<file path="src/rtl/conv_asd.sv">
// rtl/conv_asd.sv - ASD to canonical signed-digit (NAF) converter with in-place digit memory
module conv_asd (
  input  logic       clk,
  input  logic       reset,
  input  logic       start,
  input  logic       weCsd,
  input  logic [3:0] address,
  input  logic [7:0] dataIn,
  output logic [7:0] dataOut,
  output logic       Zi,
  output logic       Zcsd,
  output logic       done,
  output logic       Load,
  output logic       reCsd,
  output logic       enable,
  output logic       enCnt
);

  typedef enum logic [2:0] {IDLE, LOAD, ACCUM, CONV, DONE} state_t;

  state_t             state;
  logic [7:0]         mem [16];
  logic signed [16:0] acc;
  logic [3:0]         cnt;

  logic signed [16:0] rd_digit;
  logic signed [16:0] csd_digit;
  logic [7:0]         csd_code;
  logic signed [16:0] acc_shift;

  // Odd residue picks +1 or -1 so the next digit up is forced to zero.
  always_comb begin
    rd_digit = '0;
    if (mem[cnt][7])
      rd_digit = -17'sd1;
    else if (mem[cnt] != 8'h00)
      rd_digit = 17'sd1;
    csd_digit = '0;
    csd_code  = 8'h00;
    if (acc[1:0] == 2'b01) begin
      csd_digit = 17'sd1;
      csd_code  = 8'h01;
    end else if (acc[1:0] == 2'b11) begin
      csd_digit = -17'sd1;
      csd_code  = 8'hFF;
    end
    acc_shift = (acc - csd_digit) >>> 1;
  end

  assign dataOut = mem[address];
  assign Zi      = (mem[cnt] == 8'h00);
  assign Zcsd    = (acc == 17'sd0);

  // Strobes are set on the transition into the state that owns them.
  always_ff @(posedge clk or negedge reset) begin
    if (!reset) begin
      state  <= IDLE;
      acc    <= '0;
      cnt    <= '0;
      done   <= 1'b0;
      Load   <= 1'b0;
      reCsd  <= 1'b0;
      enable <= 1'b0;
      enCnt  <= 1'b0;
      for (int i = 0; i < 16; i++) mem[i] <= 8'h00;
    end else begin
      if (weCsd && (state == IDLE || state == DONE))
        mem[address] <= dataIn;
      case (state)
        IDLE: begin
          if (start) begin
            state <= LOAD;
            Load  <= 1'b1;
          end
        end
        LOAD: begin
          acc    <= '0;
          cnt    <= 4'd14;
          state  <= ACCUM;
          Load   <= 1'b0;
          reCsd  <= 1'b1;
          enable <= 1'b1;
          enCnt  <= 1'b1;
        end
        ACCUM: begin
          acc <= (acc <<< 1) + rd_digit;
          if (cnt == 4'd0) begin
            state <= CONV;
            reCsd <= 1'b0;
          end else begin
            cnt <= cnt - 4'd1;
          end
        end
        CONV: begin
          mem[cnt] <= csd_code;
          acc      <= acc_shift;
          if (cnt == 4'd15) begin
            state  <= DONE;
            done   <= 1'b1;
            enable <= 1'b0;
            enCnt  <= 1'b0;
          end else begin
            cnt <= cnt + 4'd1;
          end
        end
        DONE: begin
          if (!start) begin
            state <= IDLE;
            done  <= 1'b0;
          end
        end
        default: state <= IDLE;
      endcase
    end
  end

endmodule

</file>
<file path="config.mk">
export PLATFORM = sky130hd
export DESIGN_NAME = conv_asd
export DESIGN_NICKNAME = d
export VERILOG_FILES = /design/src/rtl/conv_asd.sv
export SDC_FILE = /design/constraint.sdc
export NUM_CORES = 1
export LEC_CHECK = 0
export BUFFER_PORTS_ARGS = -buffer_cell sky130_fd_sc_hd__buf_4
export CAP_MARGIN = 15
export CORE_MARGIN = 1
export CORE_UTILIZATION = 25
export DETAILED_ROUTE_END_ITERATION = 16
export MAX_ROUTING_LAYER = met4
export PLACE_DENSITY_LB_ADDON = 0.3
export SLEW_MARGIN = 20
export SYNTH_ARGS = -nofsm -noshare
export SYNTH_HDL_FRONTEND = slang
export SYNTH_SLANG_ARGS = --single-unit
</file>
<file path="constraint.sdc">
create_clock -name clk -period 4.6 [get_ports clk]
set_input_delay 0.69 -clock clk [delete_from_list [all_inputs] [get_ports clk]]
set_output_delay 0.69 -clock clk [all_outputs]
set_load 0.005 [all_outputs]
</file>
After elaboration in Yosys (flattened, before gate mapping)
Cells that the tools add are included.
{"block": "totals", "register_bits": 156, "in_bits": 16}
{"block": "op_classes", "add_sub_neg": 4, "n_lt_le_gt_ge": 4, "eq_ne": 13, "n_mux": 38, "n_bitwise": 2, "reduce_logical": 20}
{"cell": "128-bit bitwise mux", "n": 2}
{"cell": "128-bit two-way mux", "n": 2}
{"cell": "8-bit binary-select mux with 4-bit select", "n": 2}
{"cell": "8-bit demux with 4-bit select", "n": 2}
{"cell": "8-bit two-way mux", "n": 8}
{"cell": "17-bit two-way mux", "n": 3}
{"cell": "17-bit one-hot mux with 3 select lines", "n": 1}
{"cell": "17-bit adder", "n": 1}
{"cell": "17-bit zero test", "n": 1}
{"cell": "17-bit subtractor", "n": 1}
{"cell": "3-bit one-hot mux with 5 select lines", "n": 1}
{"cell": "3-bit two-way mux", "n": 4}
{"cell": "2-bit != test (second input constant)", "n": 6}
{"cell": "4-bit one-hot mux with 3 select lines", "n": 1}
{"cell": "5-bit greater-or-equal comparator (second input constant)", "n": 2}
{"cell": "5-bit by 1-bit less-than comparator with 1-bit output (second input constant)", "n": 2}
{"cell": "4-bit NOT with 5-bit output", "n": 2}
{"cell": "8-bit zero test", "n": 1}
{"cell": "4-bit two-way mux", "n": 2}
{"cell": "1-bit one-hot mux with 2 select lines", "n": 4}
{"cell": "2-bit nonzero test", "n": 4}
{"cell": "8-bit nonzero test", "n": 1}
{"cell": "3-bit by 2-bit == test with 1-bit output (second input constant)", "n": 2}
{"cell": "1-bit two-way mux", "n": 6}
{"cell": "other kinds (15)", "n": 20}

Logic depth before layout (Yosys ltp)
{"block": "logic_depth", "word_depth": 9, "ltp_mapped": 13, "ltp_nobuf": 12}

Least setup slack after synthesis
No wires, ideal clock.
{"block": "synth_timing", "path_type": "flip-flop to flip-flop", "start": "reg cnt[2]", "end": "reg acc[13]", "setup_time_ps": 126, "arrival_ps": 3776, "required_time_ps": 4474, "path_slack_ps": 698, "path_stages_with_launch": 14, "n_path_buf": 1, "path_cell_list": "dfrtp_1 -> buf_6 -> mux4_2 -> mux2_4 -> mux2i_4 -> inv_1 -> ha_1 -> fa_1 -> a21oi_1 -> o221ai_1 -> o41ai_1 -> o21ai_0 -> xor2_1 -> a221o_1"}
{"block": "synth_via", "elab_chain_len": 9}
{"element": "start, declared", "line_no": "24", "source": "logic [3:0] cnt;"}
{"element": "start signal, assigned", "line_no": "91", "source": "cnt <= cnt - 4'd1;"}
{"element": "start signal, assigned", "line_no": "103", "source": "cnt <= cnt + 4'd1;"}
{"element": "4-bit NOT with 5-bit output (not written as such) *", "line_no": "34, 36"}
{"element": "8-bit binary-select mux with 4-bit select *", "line_no": "34, 36"}
{"element": "8-bit two-way mux (not written as such) * (2 in a row)", "line_no": "34, 36"}
{"element": "8-bit nonzero test", "line_no": "36", "source": "else if (mem[cnt] != 8'h00)"}
{"element": "1-bit two-way mux", "line_no": "36"}
{"element": "17-bit two-way mux *", "line_no": "34", "source": "if (mem[cnt][7])"}
{"element": "17-bit adder *", "line_no": "86", "source": "acc <= (acc <<< 1) + rd_digit;"}
{"element": "17-bit one-hot mux with 3 select lines *", "line_no": "69", "source": "case (state)"}
{"element": "end signal, assigned", "line_no": "86"}
{"element": "end signal, assigned", "line_no": "96", "source": "acc <= acc_shift;"}
{"element": "end, declared", "line_no": "23", "source": "logic signed [16:0] acc;"}
Every way passes the cells marked *; elsewhere a longest branch is shown, timed or not. The select of a mux whose other input is x is not followed.
A chain may end at the register's enable or synchronous reset.

Worst setup path in the final report
Same ends and word-level chain as after synthesis.

==> impl_metrics.env <==
export IMPL_status="finished, final reports clean"
export IMPL_start_util=0.255
export IMPL_die_h_um=201
export IMPL_n_antenna_cell=0
export IMPL_worstPathCellList="mux4_1 > mux2_2 > mux2i_4 > inv_1 > ha_1 > fa_1 > a21oi_1 > o221ai_1 > o41ai_2 > o21ai_0 > xor2_1 > a221o_1"
export IMPL_synth_cell_type_count=64
export IMPL_comb_power_share=0.576
export IMPL_p_int_mw=5.60
export IMPL_seq_area_frac_synth=0.394
export IMPL_cts_clk_slew_worst_paths_ns=0.06
export IMPL_place_congestion=0.866
export IMPL_cap_viol_max_count=0
export IMPL_tns_ns=0
export IMPL_synth_flop_cell="dfrtp_1"
export IMPL_port_buffer_count=30
export IMPL_cp_num_buf_inv=1
export IMPL_hpwl_um=22100
export IMPL_synthesis_area_mm2=0.00990
export IMPL_cts_tree="built"
export IMPL_cpLargestDelayFamily="compound AO/OA/AOI/OAI gates"
export IMPL_hold_path_class="primary input to async pin"
export IMPL_worstPathRequired_ns=4.93
export IMPL_antenna_found_initial=0
export IMPL_switchingPower_mw=4.48
export IMPL_crit_arrival_ns=4.45
export IMPL_layout_worst_path_cycle_share=0.897
export IMPL_cp_slowest_cell="dfrtp_1"
export IMPL_cpPeakStageDelay_ns=0.63
export IMPL_synth_edf_count=0
export IMPL_sw_frac_of_total=0.445
export IMPL_core_mm2=0.0388
export IMPL_track_usage=0.162
export IMPL_via_count=8096
export IMPL_final_cell_count_no_fill=1531
export IMPL_powerDensity_mw_per_mm2=893
export IMPL_grt_pass1_wl_um=49600
export IMPL_power_frac_seq=0.272
export IMPL_dieArea_mm2=0.0404
export IMPL_end_kind="flop"
export IMPL_rsz0062_at_grt="false"
export IMPL_ir_drop_uv=381
export IMPL_nets=1049
export IMPL_die_x_um=201
export IMPL_drv_slew=0
export IMPL_dp_cells=1499
export IMPL_num_rows=72
export IMPL_leakagePower_nw=4.30
export IMPL_holdWs_ns=0.356
export IMPL_ys_ff_latch=156
export IMPL_cp_max_fo=13
export IMPL_drt_iter0_drc=570
export IMPL_worst_pin_slew_ns=0.920
export IMPL_fin_util=0.291
export IMPL_syn_avg_cell_area_um2=10.0
export IMPL_fin_crit_ns=4.13
export IMPL_grt_pass1_vias=8171
export IMPL_routed_wl_um=30700
export IMPL_startpoint_type="flop"
export IMPL_rr_worst_depth=12
export IMPL_drive_above_1_share=0.132
export IMPL_numCtsBuffers=17
export IMPL_finalHoldViolations=0
export IMPL_clock_power_share=0.151
export IMPL_clock_latency_ns=0.45
export IMPL_worst_path_stages=12
export IMPL_skew_ns=0.0116
export IMPL_holdBufCountCts=0
export IMPL_drt_first_pass_iters=5
export IMPL_via_per_inst=5.29
export IMPL_cts_root_buf="clkbuf_16"
export IMPL_async_flop_share=1.00
export IMPL_syn_to_final_growth_pct=14.0
export IMPL_max_freq_mhz=242
export IMPL_drcViolationCount=0
export IMPL_yosys_warnings=0
export IMPL_path_class="flop to flop"
export IMPL_ctsHtreeMaxLevel=4
export IMPL_num_io_pins=31
export IMPL_overflow=0
export IMPL_route_antenna_remaining_nets=0
export IMPL_synth_nets=1039
export IMPL_grt_max_degree=94
export IMPL_setup_violations=0
export IMPL_routedWlPerCell_um=20.1
export IMPL_cts_buffer_depth=2
export IMPL_syn_inst=990
export IMPL_slew_headroom=0.382
export IMPL_r2r_slack_ns=0.47
export IMPL_cts_sinks=156
==> cell families (layout without fill, tap and decap cells) <==
kind of cell | count (synthesis) | in the layout | share of synthesized area
mux | 150 | 150 | 0.210
flops | 156 | 156 | 0.394
compound gates | 252 | 252 | 0.155
buf+inv | 58 | 81 | 0.0239
fa+ha+maj | 33 | 33 | 0.0432
xor+xnor | 28 | 28 | 0.0255
simple gates | 313 | 313 | 0.148
==> power by group through the flow <==
stage | clock network, mW | logic [mW] | registers [mW]
2_1_floorplan | 0 | 4.54 | 2.43
3_3_place_gp | 0 | 5.72 | 2.74
3_5_place_dp | 0 | 5.78 | 2.75
4_1_cts | 1.55 | 5.80 | 2.73
5_1_grt | 1.60 | 6.49 | 2.83
6_report | 1.52 | 5.81 | 2.74
==> area by class of cell <==
| type | count | area (µm²) |
|---|---|---|
| fillers | 4061 | 27500 |
| multi-input cells | 776 | 5770 |
| flip-flops and latches | 156 | 3900 |
| well taps | 518 | 648 |
| clock buffers | 21 | 460 |
| repair buffers | 39 | 309 |
| clock inverters | 11 | 156 |
| inverters | 10 | 37.5 |
==> cell usage in the layout, fill, tap and decap left out, types with 5 or more instances in the layout <==
cell type,synthesis,routed
a31oi_1,37,37
buf_4,1,37
nor2b_1,9,9
nor4_1,26,26
nand3_1,19,19
nor3_1,7,7
mux4_2,42,42
inv_1,9,9
and2_1,7,7
a211oi_1,5,5
a22oi_1,11,11
nand2b_1,9,9
xnor2_1,18,18
clkbuf_16,0,17
mux2i_1,103,103
xor2_1,9,9
a21oi_1,126,126
ha_1,31,31
nor4b_1,8,8
dfrtp_1,156,156
nor2_2,7,7
nor2_1,76,76
nand2_1,128,128
o21ai_0,27,27
a21o_1,7,7
==> metrics by stage <==
| stage | worst slack, ns | area [µm²] | power, mW |
|---|---|---|---|
| floorplan | 0.698 | 9900 | 6.97 |
| CTS | 0.297 | 11300 | 10.1 |
| finish | 0.472 | 11300 | 10.1 |
| global route | 0.184 | 11300 | 10.9 |
| detailed placement | 0.338 | 10700 | 8.53 |
| global placement | 0.368 | 10700 | 8.46 |
==> registers in the layout, indices dropped and copies added (netlist names) <==
name   count
cnt        4
acc       17
reCsd      1
state      3
done       1
enCnt      1
Load       1
mem      128
==> worst paths after layout <==
check	from	end
hold reg to reg	done$_DFFE_PN0P_	done$_DFFE_PN0P_
hold / removal	reset	mem[6]$_DFF_PN0_
setup / recovery	cnt[2]$_DFFE_PN0P_	acc[13]$_DFFE_PN0P_
min in group clk	done$_DFFE_PN0P_	done$_DFFE_PN0P_
setup reg to reg	cnt[2]$_DFFE_PN0P_	acc[13]$_DFFE_PN0P_
max in group asynchronous	reset	mem[120]$_DFF_PN0_
==> what timing repair did <==
item,in CTS,in global routing
gates resized for setup,0,1
endpoints found under the setup margin,0,2
buffers inserted,0,0
==> metal layers <==
metal,vias to the layer above,wire [µm],global-route usage
met3,39,1290,0.0209
met2,205,15200,0.262
met4,0,590,0.0458
met5,-,0,-
li1,3743,-,-
met1,4109,13700,0.212
==> cell usage after synthesis, types with 8 or more instances <==
library cell	number	share of area
a21oi_1	126	0.064
a22oi_1	11	0.0083
a31oi_1	37	0.023
clkbuf_1	39	0.015
dfrtp_1	156	0.39
ha_1	31	0.039
inv_1	9	0.0034
mux2i_1	103	0.10
mux4_2	42	0.096
nand2_1	128	0.049
nand2b_1	9	0.0057
nand3_1	19	0.0096
nor2_1	76	0.029
nor2b_1	9	0.0057
nor4_1	26	0.016
nor4b_1	8	0.0071
o21ai_0	27	0.014
xnor2_1	18	0.016
xor2_1	9	0.0080
Note: power is estimated with default switching activity, not from simulation.
